**src/rtl/yutorina_bus_slave_sel_pkg.sv**
```systemverilog
// Shared definitions for the bus slave-select decoder: FSM state encodings and
// the location of the slave-index field inside the word address.
package yutorina_bus_slave_sel_pkg;

    typedef enum logic [1:0] {
        BUS_SEL_IDLE   = 2'd0,
        BUS_SEL_ACCESS = 2'd1,
        BUS_SEL_ERR    = 2'd2
    } bus_sel_state_e;

    // The slave index occupies the top idx_w bits of the word address.
    function automatic int slave_index_lsb(input int addr_w, input int idx_w);
        return addr_w - idx_w;
    endfunction

endpackage

```
**src/rtl/yutorina_bus_watchdog.sv**
```systemverilog
// Access watchdog: up-counter with clear/enable whose expire flag marks the last
// permitted wait cycle. TIMEOUT = 0 keeps expire low permanently.
module yutorina_bus_watchdog #(
    parameter int TIMEOUT = 255,
    parameter int CNT_W   = 8
) (
    input  logic clk,
    input  logic reset_,
    input  logic clr,
    input  logic en,
    output logic expire
);

    localparam logic [CNT_W-1:0] LAST = CNT_W'(TIMEOUT - 1);

    logic [CNT_W-1:0] cnt_q;
    logic [CNT_W-1:0] cnt_d;

    always_comb begin
        cnt_d = cnt_q;
        if (clr) begin
            cnt_d = '0;
        end else if (en) begin
            cnt_d = cnt_q + CNT_W'(1);
        end
    end

    always_ff @(posedge clk or negedge reset_) begin
        if (!reset_) begin
            cnt_q <= '0;
        end else begin
            cnt_q <= cnt_d;
        end
    end

    assign expire = (TIMEOUT != 0) && (cnt_q == LAST);

endmodule

```
**src/rtl/yutorina_bus_slave_sel.sv**
```systemverilog
// Bus slave-select decoder: turns the upper address bits into one-hot active-low
// chip selects, waits for the selected slave's rdy_, and converts unmapped or hung
// accesses into a one-cycle bus error so the master never stalls.
module yutorina_bus_slave_sel
    import yutorina_bus_slave_sel_pkg::*;
#(
    parameter int                  ADDR_W   = 30,
    parameter int                  IDX_W    = 3,
    parameter int                  N_SLAVES = 8,
    parameter logic [N_SLAVES-1:0] SLV_MAP  = {N_SLAVES{1'b1}},
    parameter int                  TIMEOUT  = 255,
    parameter int                  CNT_W    = 8
) (
    input  logic                clk,
    input  logic                reset_,
    input  logic [ADDR_W-1:0]   s_addr,
    input  logic                s_as_,
    input  logic [N_SLAVES-1:0] s_rdy_,
    output logic [N_SLAVES-1:0] s_cs_,
    output logic                m_rdy_,
    output logic                bus_err,
    output logic [ADDR_W-1:0]   err_addr
);

    localparam int IDX_LSB = slave_index_lsb(ADDR_W, IDX_W);

    bus_sel_state_e      state_q, state_d;
    logic [N_SLAVES-1:0] s_cs_q, s_cs_d;
    logic [ADDR_W-1:0]   addr_q, addr_d;
    logic [ADDR_W-1:0]   err_addr_q, err_addr_d;

    logic [IDX_W-1:0]    idx;
    logic [N_SLAVES-1:0] hit;
    logic                sel_rdy_;
    logic                wd_clr;
    logic                wd_en;
    logic                wd_expire;

    assign idx = s_addr[IDX_LSB +: IDX_W];

    // A slot hits only if the index matches and the slot is populated; an index
    // at or beyond N_SLAVES matches nothing and therefore errors.
    generate
        for (genvar gi = 0; gi < N_SLAVES; gi++) begin : g_dec
            assign hit[gi] = (idx == IDX_W'(gi)) && SLV_MAP[gi];
        end
    endgenerate

    // The latched chip select masks out rdy_ from every non-selected slave.
    assign sel_rdy_ = ~|(~s_rdy_ & ~s_cs_q);

    yutorina_bus_watchdog #(
        .TIMEOUT (TIMEOUT),
        .CNT_W   (CNT_W)
    ) u_watchdog (
        .clk     (clk),
        .reset_  (reset_),
        .clr     (wd_clr),
        .en      (wd_en),
        .expire  (wd_expire)
    );

    always_comb begin
        state_d    = state_q;
        s_cs_d     = s_cs_q;
        addr_d     = addr_q;
        err_addr_d = err_addr_q;
        wd_clr     = 1'b0;
        wd_en      = 1'b0;
        unique case (state_q)
            BUS_SEL_IDLE: begin
                if (!s_as_) begin
                    addr_d = s_addr;
                    if (|hit) begin
                        s_cs_d  = ~hit;
                        wd_clr  = 1'b1;
                        state_d = BUS_SEL_ACCESS;
                    end else begin
                        err_addr_d = s_addr;
                        state_d    = BUS_SEL_ERR;
                    end
                end
            end
            BUS_SEL_ACCESS: begin
                // A ready in the final watchdog cycle still completes normally.
                if (!sel_rdy_) begin
                    s_cs_d  = '1;
                    state_d = BUS_SEL_IDLE;
                end else begin
                    wd_en = 1'b1;
                    if (wd_expire) begin
                        err_addr_d = addr_q;
                        s_cs_d     = '1;
                        state_d    = BUS_SEL_ERR;
                    end
                end
            end
            BUS_SEL_ERR: begin
                s_cs_d  = '1;
                state_d = BUS_SEL_IDLE;
            end
            default: begin
                s_cs_d  = '1;
                state_d = BUS_SEL_IDLE;
            end
        endcase
    end

    always_ff @(posedge clk or negedge reset_) begin
        if (!reset_) begin
            state_q    <= BUS_SEL_IDLE;
            s_cs_q     <= '1;
            addr_q     <= '0;
            err_addr_q <= '0;
        end else begin
            state_q    <= state_d;
            s_cs_q     <= s_cs_d;
            addr_q     <= addr_d;
            err_addr_q <= err_addr_d;
        end
    end

    assign s_cs_    = s_cs_q;
    assign m_rdy_   = (state_q == BUS_SEL_ACCESS) ? sel_rdy_ : (state_q != BUS_SEL_ERR);
    assign bus_err  = (state_q == BUS_SEL_ERR);
    assign err_addr = err_addr_q;

endmodule

```
**config.mk**
```make
export PLATFORM = sky130hd
export DESIGN_NAME = yutorina_bus_slave_sel
export DESIGN_NICKNAME = d
export VERILOG_FILES = /design/src/rtl/yutorina_bus_slave_sel_pkg.sv /design/src/rtl/yutorina_bus_watchdog.sv /design/src/rtl/yutorina_bus_slave_sel.sv
export SDC_FILE = /design/constraint.sdc
export NUM_CORES = 1
export LEC_CHECK = 0
export CORE_MARGIN = 4
export CORE_UTILIZATION = 30
export DETAILED_ROUTE_END_ITERATION = 8
export GPL_TIMING_DRIVEN = 1
export HOLD_SLACK_MARGIN = 0.08
export SETUP_SLACK_MARGIN = 0.4
export SYNTH_ARGS = -nofsm -noshare
export SYNTH_HDL_FRONTEND = slang
export SYNTH_SLANG_ARGS = --single-unit
```
**constraint.sdc**
```tcl
create_clock -name clk -period 2.5 [get_ports clk]
set_clock_uncertainty 0.05 [all_clocks]
set_input_delay 0.625 -clock clk [delete_from_list [all_inputs] [get_ports clk]]
set_output_delay 0.625 -clock clk [all_outputs]
set_load 0.02 [all_outputs]
```
After elaboration in Yosys (flattened, before gate mapping)
Cells that the tools add are included.
- $add $sub $neg: 1
- multiply operators: 0
- div/mod/pow operators: 0
- $lt $le $gt $ge: 0
- eq/ne operators: 17
- shift operators: 0
- muxes and demuxes: 23
- bitwise operators: 5
- reductions and logical operators: 11
- operators with widths (operator ; count):
    two-way mux 30 bit ; 4
    case mux 30 bit (2 select lines) ; 1
    two-way mux 8 bit ; 6
    inverter 8 bit ; 3
    case mux 8 bit (2 select lines) ; 1
    OR reduction 8 bit ; 2
    == test 3 bit (second input constant) ; 4
    inequality test 2 bit (second input constant) ; 5
    adder 8 x 1 -> 8 bit (second input constant) ; 1
    bitwise AND 8 bit ; 1
    == test 8 bit (second input constant) ; 1
    two-way mux 2 bit ; 4
    == test 3 x 2 -> 1 bit (second input constant) ; 2
    two-way mux 1 bit ; 6
    AND reduction 5 bit ; 1
    case mux 2 bit (2 select lines) ; 1
    AND reduction 2 bit ; 2
    nonzero test 2 bit ; 2
    == test 3 x 1 -> 1 bit (second input constant) ; 1
    logical NOT 3 bit ; 1
    inequality test 3 x 2 -> 1 bit (second input constant) ; 1
    AND reduction 3 bit ; 1
    == test 2 x 1 -> 1 bit (second input constant) ; 1
    == test 2 bit (second input constant) ; 1
    other kinds (4) ; 4
- bits in registers: 78
- bits in latches: 0
- memory bits (writable): 0
- memory bits (read-only): 0
- input port bits: 41
- output and inout bits: 40
- logic and storage cells: 62
- memories: 0

Logic depth before layout (Yosys ltp)
Gate-level depths: netlist (run 1).
- word-level depth: 7
- mapped depth: 7
- gate-level depth less buffers: 6

Modules after synthesis
Synthesis (run 1) repeated with hierarchy kept, for this count alone.
- cell total of the unflattened synthesis: 272
- area total of the unflattened synthesis: 3265.6 sq um
- modules (own cells, without submodules) (module ; times used ; cells an instance ; area each (sq um) ; sequential area each (sq um)):
    yutorina_bus_slave_sel ; 1 ; 231 ; 2855.2 ; 1761.7
    yutorina_bus_watchdog ; 1 ; 41 ; 410.4 ; 200.2

Worst setup path before layout (run 1)
No wires, ideal clock.
- path kind: input to output
- start: input s_rdy_[6]
- end: output m_rdy_
- arrival: 1410 ps
- data required time: 1825 ps
- path slack: 415 ps
- stages: 4
- path buffers: 0
- path through: o22ai_1 nor2_2 nand2_1 a21oi_1
- word-level cells in the longest chain between the ends: 5
- ends and longest elaborated chain (element ; RTL line ; source):
    start: declaration ; yutorina_bus_slave_sel.sv:18 ; input logic [N_SLAVES-1:0] s_rdy_,
    inverter 8 bit ; yutorina_bus_slave_sel.sv:50 ; assign sel_rdy_ = ~|(~s_rdy_ & ~s_cs_q);
    bitwise AND 8 bit ; yutorina_bus_slave_sel.sv:50 ;
    OR reduction 8 bit ; yutorina_bus_slave_sel.sv:50 ;
    logical NOT 1 bit ; yutorina_bus_slave_sel.sv:50 ;
    two-way mux 1 bit ; yutorina_bus_slave_sel.sv:124 ; assign m_rdy_ = (state_q == BUS_SEL_ACCESS) ? sel_rdy_ : (state_q != BUS_SEL_ERR);
    end: declaration ; yutorina_bus_slave_sel.sv:20 ; output logic m_rdy_,
No other way between the ends.

Worst setup path in the final report (run 1)
- start: register s_cs_q[0] (netlist: s_cs_[0])
- end: register err_addr_q[1] (netlist: err_addr[1])
- word-level cells in the longest chain between the ends: 5
- ends and longest elaborated chain (element ; RTL line ; source):
    start: declaration ; yutorina_bus_slave_sel.sv:28 ; logic [N_SLAVES-1:0] s_cs_q, s_cs_d;
    start signal: assignment ; yutorina_bus_slave_sel.sv:117 ; s_cs_q <= s_cs_d;
    inverter 8 bit ; yutorina_bus_slave_sel.sv:50 ;
    bitwise AND 8 bit ; yutorina_bus_slave_sel.sv:50 ;
    OR reduction 8 bit ; yutorina_bus_slave_sel.sv:50 ;
    inequality test 2 bit (no source line) ; -- ;
    AND reduction 5 bit (no source line) ; -- ;
    end signal: assignment ; yutorina_bus_slave_sel.sv:119 ; err_addr_q <= err_addr_d;
    end: declaration ; yutorina_bus_slave_sel.sv:30 ; logic [ADDR_W-1:0] err_addr_q, err_addr_d;
No other way between the ends.
A chain may end at the register's enable or synchronous reset.

==> run metrics, run 1 <==
outcome=finished, final reports clean; Clk pin slew, worst setup/hold paths=around 0.08 ns; Setup TNS=0 ns; post-synth top area share=roughly 53%; Setup Crit Path Kind=reg -> reg; Final Cycle Share=between 80% and 90%; syn avg cell area=~12 um^2; most used cell, CP=buf_4; via count=2,327; fin crit period=about 2.2 ns; worst flop-to-flop path endpoint=err_addr[1]; critical path's slowest cell=dfstp_2; Antenna Nets Post-Route=0; post-route cell area=0.00462 mm^2; Max IR drop VDD=roughly 0.00031 V; GR met2 Demand/Resource=18.3%; initial core utilization=approximately a third; CTS tree=yes; Setup violations, final=0; share of synthesized registers carrying an async set or reset=between 90% and 100%; Max stage delay on crit path=0.55 ns; Final Wtd Congestion=0.697; fill count=a little under 1,000; top_reg_cell synth=dfrtp_1; path type of the worst min-delay path=in -> async; Synth Warn #=0; Max Clk Rate=approximately 0.46 GHz; Critical Path AT=around 2.3 ns; M1 GR Usage=15.8%; crit path max fanout=8; clk sinks=78; max-slew violation count=0; most frequent cell after synthesis=nand2_1; Slew Limit Headroom=66.1%; required time worst endpoint=between 2 and 3 ns; Critical Path End Type=flop; CP startpoint kind=flop; DP Area=around 0.0043 mm^2; Buf/Inv on CP=4; number of global-route vias before repair=between 2,000 and 2,500; synthesized net count=between 300 and 400; Reg area=around 0.0020 mm^2; Max-Cap Viols=0; EDFF count, synth=0; RSZ-0062 raised after global routing=yes; full die area=about 0.013 mm^2; synth cell count leaders=nand2_1, dfrtp_1, mux2_4; # DRC=0; grt ovf=0; Final Hold Viols=0; Pwr Density=787 mW/mm^2; top cell type by total area after synthesis=dfrtp_1; H-tree levels=3; Die X=113 um; first-pass GRT wire length=~12,000 um; Clock Tree Root=clkbuf_8; delay-heaviest family, CP=flip-flops; largest net degree at the start of global routing=42; Rows=37; Layout Nets=420; capture point of the critical path=err_addr[1]; gr busiest metal=met2; Yosys cell types=33; layout cell share with drive strength beyond 1=between 20% and 30%; All-Layer GR Usage=a little under an eighth; R2R Path Start=s_cs_[0]; Yosys reg bits=78; Syn-to-layout area delta=40.4%; Leak=2.30 nW; setup slack, reg-to-reg=about 0.34 ns; Mapped Cells=about 280; post-synthesis sequential area ratio=59.6%; core area=~0.011 mm^2; WL final=about 7400 um; Clock Latency Late Sink=around 0.34 ns; detailed placement HPWL=roughly 4900 um; CP startpoint=s_cs_[0]; PortBufs=80; Max Root-Sink Buffers=2; Reg2Reg Depth=9; WL/cell=around 14 um; Detailed Routing Iterations Pass 1=4; ranking of synthesized cells by area=dfrtp_1, mux2_4, nand2_1; DIE HEIGHT=roughly 110 um; Least-Margin Pin Slew=about 0.5 ns; Multi-input gate area=roughly 0.0013 mm^2; Initial DRC Count=86; initial antenna violation count=0; Ports=between 80 and 90; Inserted Diodes=0; worst-path cell chain=o22ai_2 -> nor2_4 -> buf_4 -> buf_4 -> buf_6 -> nand3_2 -> or2_4 -> clkbuf_16 -> mux2_4; GR Util met3=between 4 and 5%; post-DR vias/cell=between 4 and 5; CTS buffer count=9; Stages on worst setup path=9; Mapped Area=approximately 0.0033 mm^2
cells in the final DEF (no fill, tap or decap), drive strengths merged, types with 5 or more instances in the layout:
master         instances
buf                   18
clkbuf                14
clkdlybuf4s50         61
dfrtp                 70
dfstp                  8
dlygate4sd2           12
inv                    6
mux2                  30
nand2                 88
nand3                  5
nor2                  13
per-stage QoR:
stage          worst slack, ns  hold WS (ns)  utilization [%]  power (mW)  cells
3_5_place_dp            -0.390         0.413             40.9        2.72    495
4_1_cts                  0.142         0.201             42.8        3.67    512
5_1_grt                  0.242         0.213             44.0        3.91    518
3_3_place_gp            -0.377         0.407             40.9        2.69    495
2_1_floorplan            0.415         0.279                -        2.30    278
6_report                 0.343         0.196             44.0        3.64    518
power breakdown:
part	total [mW]	leakage, nW	switching, mW	internal (mW)
Sequential	1.75	1.01	0.181	1.57
Combinational	0.962	1.20	0.516	0.446
Clock	0.930	0.0923	0.470	0.460
flip-flops by register name (all words and copies together) (netlist names):
name,cells
addr_q,30
err_addr,30
state_q,2
s_cs_,8
u_watchdog.cnt_q,8
layout make-up:
cell class	count	share of cell area, %
flip-flops and latches	78	42.4
well taps	136	3.68
multi-input cells	183	27.2
clock buffers	10	2.76
repair buffers	99	22.1
inverters	6	0.487
clock inverters	6	1.38
worst min path at each step:
stage	to	cells past startpoint	slack (ns)
2_1_floorplan	addr_q[0]	0	0.28
3_3_place_gp	addr_q[1]	2	0.41
3_5_place_dp	addr_q[4]	2	0.41
4_1_cts	state_q[1]	1	0.20
5_1_grt	err_addr[24]	1	0.21
6_report	err_addr[24]	1	0.20
per-layer routing:
metal / up-vias / wire, um
met5: - / 0
li1: 1130 / -
met2: 64 / 3410
met1: 1128 / 3540
met4: 0 / 53
met3: 5 / 384
worst register-to-register path, stage by stage (launching register included):
cell and delay [ns]:
dfstp_2 0.55, o22ai_2 0.09, nor2_4 0.15, buf_4 0.12, buf_4 0.09, buf_6 0.10
nand3_2 0.08, or2_4 0.31, clkbuf_16 0.20, mux2_4 0.30
repair_timing:
action | 4_1_cts | 5_1_grt
buffers inserted | 1 | 3
hold buffers | 0 | 0
cloned | 0 | 3
pin swaps | 4 | 5
resized for setup | 23 | 10
setup endpoints to repair | 40 | 32
cell families after synthesis:
kind of cell | after synthesis | share of synthesized area, %
adders and majority gates | 2 | 0.759
muxes | 30 | 13.6
and+or+nand+nor | 123 | 16.0
xor gates and xnor gates | 5 | 1.33
buffers and inverters | 17 | 3.65
AOI/OAI and AO/OA | 23 | 5.17
DFF | 78 | 59.6
Note: power is estimated with default switching activity, not from simulation.
==> run 2, diff against run 1 <==
--- a/config.mk
+++ b/config.mk
@@ -9,7 +9,7 @@
 export CORE_UTILIZATION = 30
 export DETAILED_ROUTE_END_ITERATION = 8
 export GPL_TIMING_DRIVEN = 1
-export HOLD_SLACK_MARGIN = 0.08
+export HOLD_SLACK_MARGIN = 0.03
 export SETUP_SLACK_MARGIN = 0.4
 export SYNTH_ARGS = -nofsm -noshare
 export SYNTH_HDL_FRONTEND = slang
==> results of run 2 <==
Same layout as run 1: the final DEF is identical, and so are final timing and power.
==> edit 1, RTL diff (flow settings as in run 2) <==
Change the parameter `ADDR_W` from 30 to 60.
--- a/src/rtl/yutorina_bus_slave_sel.sv
+++ b/src/rtl/yutorina_bus_slave_sel.sv
@@ -6,3 +6,3 @@
 #(
-    parameter int                  ADDR_W   = 30,
+    parameter int                  ADDR_W   = 60,
     parameter int                  IDX_W    = 3,
Interface: changed (resized err_addr and s_addr); port bits go from 81 to 141. No check against the original RTL was run, so the function may have changed too.
==> edit 1 against run 2 <==
  * Sequential cell count is 60 higher
  * Design area up 84%
  * Setup slack got worse by 0.17 ns
  * Synthesized cell count is 68% higher
  * Routed wire length increased by 99%
  * Largest power group unchanged
  * Largest cell class unchanged
  * Via count grew 73%
  * Synthesized area grew 63%
  * Power grew 100%
  * Critical path type unchanged
==> edit 1: results (changes against run 2) <==
* Fillers at 1585 (+59%)
* Portion of the post-synthesis area used by sequential elements at 64.5% (+5.0 points)
* Maximum number of pins on one net before global-route repair at 139 (+230%)
* Outcome: completed
* Clk power at 2.82 mW (+200%)
* First-pass DRT Iterations at 5 (+1)
* Worst-case setup slack after placement at -0.453 ns (-0.0636 ns)
* DR WL met2 at 7.50 mm (+120%)
* CTS Buf Count at 17 (+8)
* Number of gates resized after cts at 77 (+230%)
* R2R Setup Slk at 0.17 ns (-0.17 ns)
* Sequential power at 3.10 mW (+77%)
* Number of nets at the end of the flow at 716 (+70%)
* Ranking of synthesized cells by area: sky130_fd_sc_hd__dfrtp_1, sky130_fd_sc_hd__nand2_1, sky130_fd_sc_hd__mux2_1, sky130_fd_sc_hd__dfstp_2, sky130_fd_sc_hd__mux2_2
* Share of post-route cells with drive strength above 1 at 23.0% (+0.51 points)
* GRT met2 Usage at 25.5% (+7.2 points)
* Grt met1 use at 18.0% (+2.2 points)
* Routability cong. at 0.740 (+6.2%)
* Detailed router's first-iteration violation count at 169 (+97%)
* Number of buffers inserted by port buffering at 140 (+75%)
* GRT Overall Usage at 14.9% (+3.1 points)
* Leakage component of the power at 4.72 nW (+110%)
* GR Util met3 at 4.18% (+0.17 points)
* Maximum vdd ir drop at 0.453 mV (+45%)
* Post-synthesis cell count at 468 (+68%)
* Final routed wire length divided by cell count at 16.6 um (+17%)
* Comb group at 1.50 mW (+56%)
* Clock root buffer: sky130_fd_sc_hd__clkbuf_16
* Top cells by instance count after synthesis: sky130_fd_sc_hd__nand2_1, sky130_fd_sc_hd__dfrtp_1, sky130_fd_sc_hd__mux2_1
* Sum of routed wire segments on met1 at 6.22 mm (+76%)
* Buffers inserted during post-CTS setup optimization at 16 (+15)
* Worst reg-to-reg path cell count at 13 (+4)
* Tightest slew margin relative to the limit at 50.6% (-15 points)
* Nets in the synthesized netlist at 541 (+69%)
* Worst Hold Margin at 0.264 ns (+0.0684 ns)
==> edit 1: logic make-up (layout without fill, tap and decap cells) <==
kind of cell | after synthesis | in the layout | share of synthesized area (%)
buf+inv | 28 | 216 | 2.49
xor+xnor | 1 | 1 | 0.163
fa+ha+maj | 2 | 2 | 0.466
mux | 60 | 60 | 12.6
compound gates | 30 | 30 | 4.03
simple gates | 209 | 209 | 15.7
flops | 138 | 138 | 64.5
==> edit 1: final cells by class <==
class	instances	area [um^2]	area share, %
flip-flops and latches	138	3470	40.8
clock buffers	22	484	5.70
inverters	6	22.5	0.265
repair buffers	178	2020	23.8
clock inverters	10	188	2.21
multi-input cells	302	2030	23.9
well taps	225	282	3.31
==> edit 1: worst max-delay path, delay by kind of cell (launching register included) <==
| family | cells | cell delay [ns] |
|---|---|---|
| DFF | 1 | 0.55 |
| AOI/OAI and AO/OA | 1 | 0.08 |
| muxes | 1 | 0.30 |
| buffers and inverters | 8 | 0.86 |
| and+or+nand+nor | 3 | 0.39 |
==> edit 2, RTL diff (settings of run 2) <==
Without the edit above. Encoding of `bus_sel_state_e`: now one-hot (3 bits for 3 states).
--- a/src/rtl/yutorina_bus_slave_sel_pkg.sv
+++ b/src/rtl/yutorina_bus_slave_sel_pkg.sv
@@ -4,6 +4,6 @@
 
-    typedef enum logic [1:0] {
-        BUS_SEL_IDLE   = 2'd0,
-        BUS_SEL_ACCESS = 2'd1,
-        BUS_SEL_ERR    = 2'd2
+    typedef enum logic [2:0] {
+        BUS_SEL_IDLE   = 3'b001,
+        BUS_SEL_ACCESS = 3'b010,
+        BUS_SEL_ERR    = 3'b100
     } bus_sel_state_e;
Check against the original RTL: no difference found for any inputs over 10 cycles, from zero or initial values and one cycle with reset_ low; not proved beyond that.
==> edit 2 against run 2 <==
  * Synthesized area rose by 8.2%
  * Synthesized cell count rose by 13%
  * Sequential share of layout area fell by 3.6 points
  * Via count rose by 17%
  * Sequential cell count rose by 1
  * Setup slack got worse by 0.090 ns
  * Design area rose by 11%
  * Critical endpoint is now m_rdy_
  * Power rose by 16%
  * Routed wire length rose by 18%
==> edit 2: results (changes against run 2) <==
* Post-synthesis share of cell area spent on full adders, half adders and majority gates at 0.702% (-0.057 points)
* Xor-xnor portion of the synthesized cell area at 0% (-1.3 points)
* Top cells by instance count after synthesis: sky130_fd_sc_hd__nand2_1, sky130_fd_sc_hd__dfrtp_1, sky130_fd_sc_hd__mux2_2
* Nets in the synthesized netlist at 358 (+12%)
* Clk slew on worst S/H paths at 0.06 ns (-0.02 ns)
* GRT Overall Usage at 13.1% (+1.3 points)
* Outcome: completed
* Ranking of synthesized cells by area: sky130_fd_sc_hd__dfrtp_1, sky130_fd_sc_hd__mux2_2, sky130_fd_sc_hd__nand2_1, sky130_fd_sc_hd__dfstp_2, sky130_fd_sc_hd__o22a_1
* Cell at the slowest stage of the critical path: sky130_fd_sc_hd__dlygate4sd2_1
* Maximum number of pins on one net before global-route repair at 44 (+4.8%)
* Final routed wire length divided by cell count at 15.3 um (+7.0%)
* Multiplexer share of the synthesized area at 19.5% (+6.0 points)
* Post-Place Cell Area at 4620 um^2 (+7.5%)
* Via count at 2718 (+17%)
* Critical Path Fanout Max at 2 (-6)
* Compound-cell area share of the yosys netlist at 5.90% (+0.73 points)
* Number of nets at the end of the flow at 465 (+11%)
* Maximum vdd ir drop at 0.295 mV (-5.8%)
* Buffers inserted during post-CTS setup optimization at 5 (+4)
* Routability cong. at 0.749 (+7.5%)
* Leakage component of the power at 2.35 nW (+2.0%)
* Detailed router's first-iteration violation count at 77 (-10%)
* Number of gates resized after cts at 29 (+26%)
* Vias in the first global route at 2842 (+14%)
* Share of post-route cells with drive strength above 1 at 29.7% (+7.2 points)
* Clock root buffer: sky130_fd_sc_hd__clkbuf_16
* Worst endpoint data arrival time at 1.57 ns (-0.77 ns)
* Post-detailed-placement half-perimeter wirelength at 5.94 mm (+20%)
-- edit 2: final cells by class --
type	count	area (um^2)
timing repair buffer	112	1080
tap	143	179
clock inverter	6	71.3
inverter	2	7.51
multi-input combinational	218	1560
sequential	79	1990
fill	1090	6400
clock buffer	10	229
-- edit 2: stage by stage --
step / std cells / hold WS (ns) / worst slack, ns / util (%)
2_1_floorplan: 315 / 0.279 / 0.422 / -
3_3_place_gp: 539 / 0.402 / -0.527 / 40.1
3_5_place_dp: 539 / 0.410 / -0.525 / 40.1
4_1_cts: 560 / 0.217 / 0.210 / 43.2
5_1_grt: 570 / 0.233 / 0.203 / 44.4
6_report: 570 / 0.202 / 0.253 / 44.4
-- edit 2: where the power goes --
| group | switching (mW) | total, mW | leakage, nW | internal [mW] |
|---|---|---|---|---|
| clock network | 0.530 | 1.31 | 0.139 | 0.779 |
| registers | 0.176 | 1.75 | 1.02 | 1.58 |
| logic | 0.614 | 1.15 | 1.19 | 0.538 |
-- edit 2: routing by layer --
layer / part of all wire (%) / GRT usage [%] / up-vias
met5: 0 / 0 / -
met3: 5.0 / 3.03 / 11
met2: 46 / 20.8 / 76
met4: 1.6 / 5.50 / 0
met1: 48 / 17.3 / 1321
li1: - / - / 1310
-- edit 2: worst paths after layout --
check,cells after the start,endpoint,from
worst min-delay path,1,err_addr[8]$_DFFE_PN0P_,reset_
max in group asynchronous,2,addr_q[7]$_DFFE_PN0P_,reset_
worst min register to register,2,addr_q[19]$_DFFE_PN0P_,addr_q[19]$_DFFE_PN0P_
worst max register to register,8,err_addr[11]$_DFFE_PN0P_,s_cs_[3]$_DFFE_PN1P_
min in group clk,2,addr_q[19]$_DFFE_PN0P_,addr_q[19]$_DFFE_PN0P_
worst max-delay path,6,m_rdy_,s_rdy_[0]
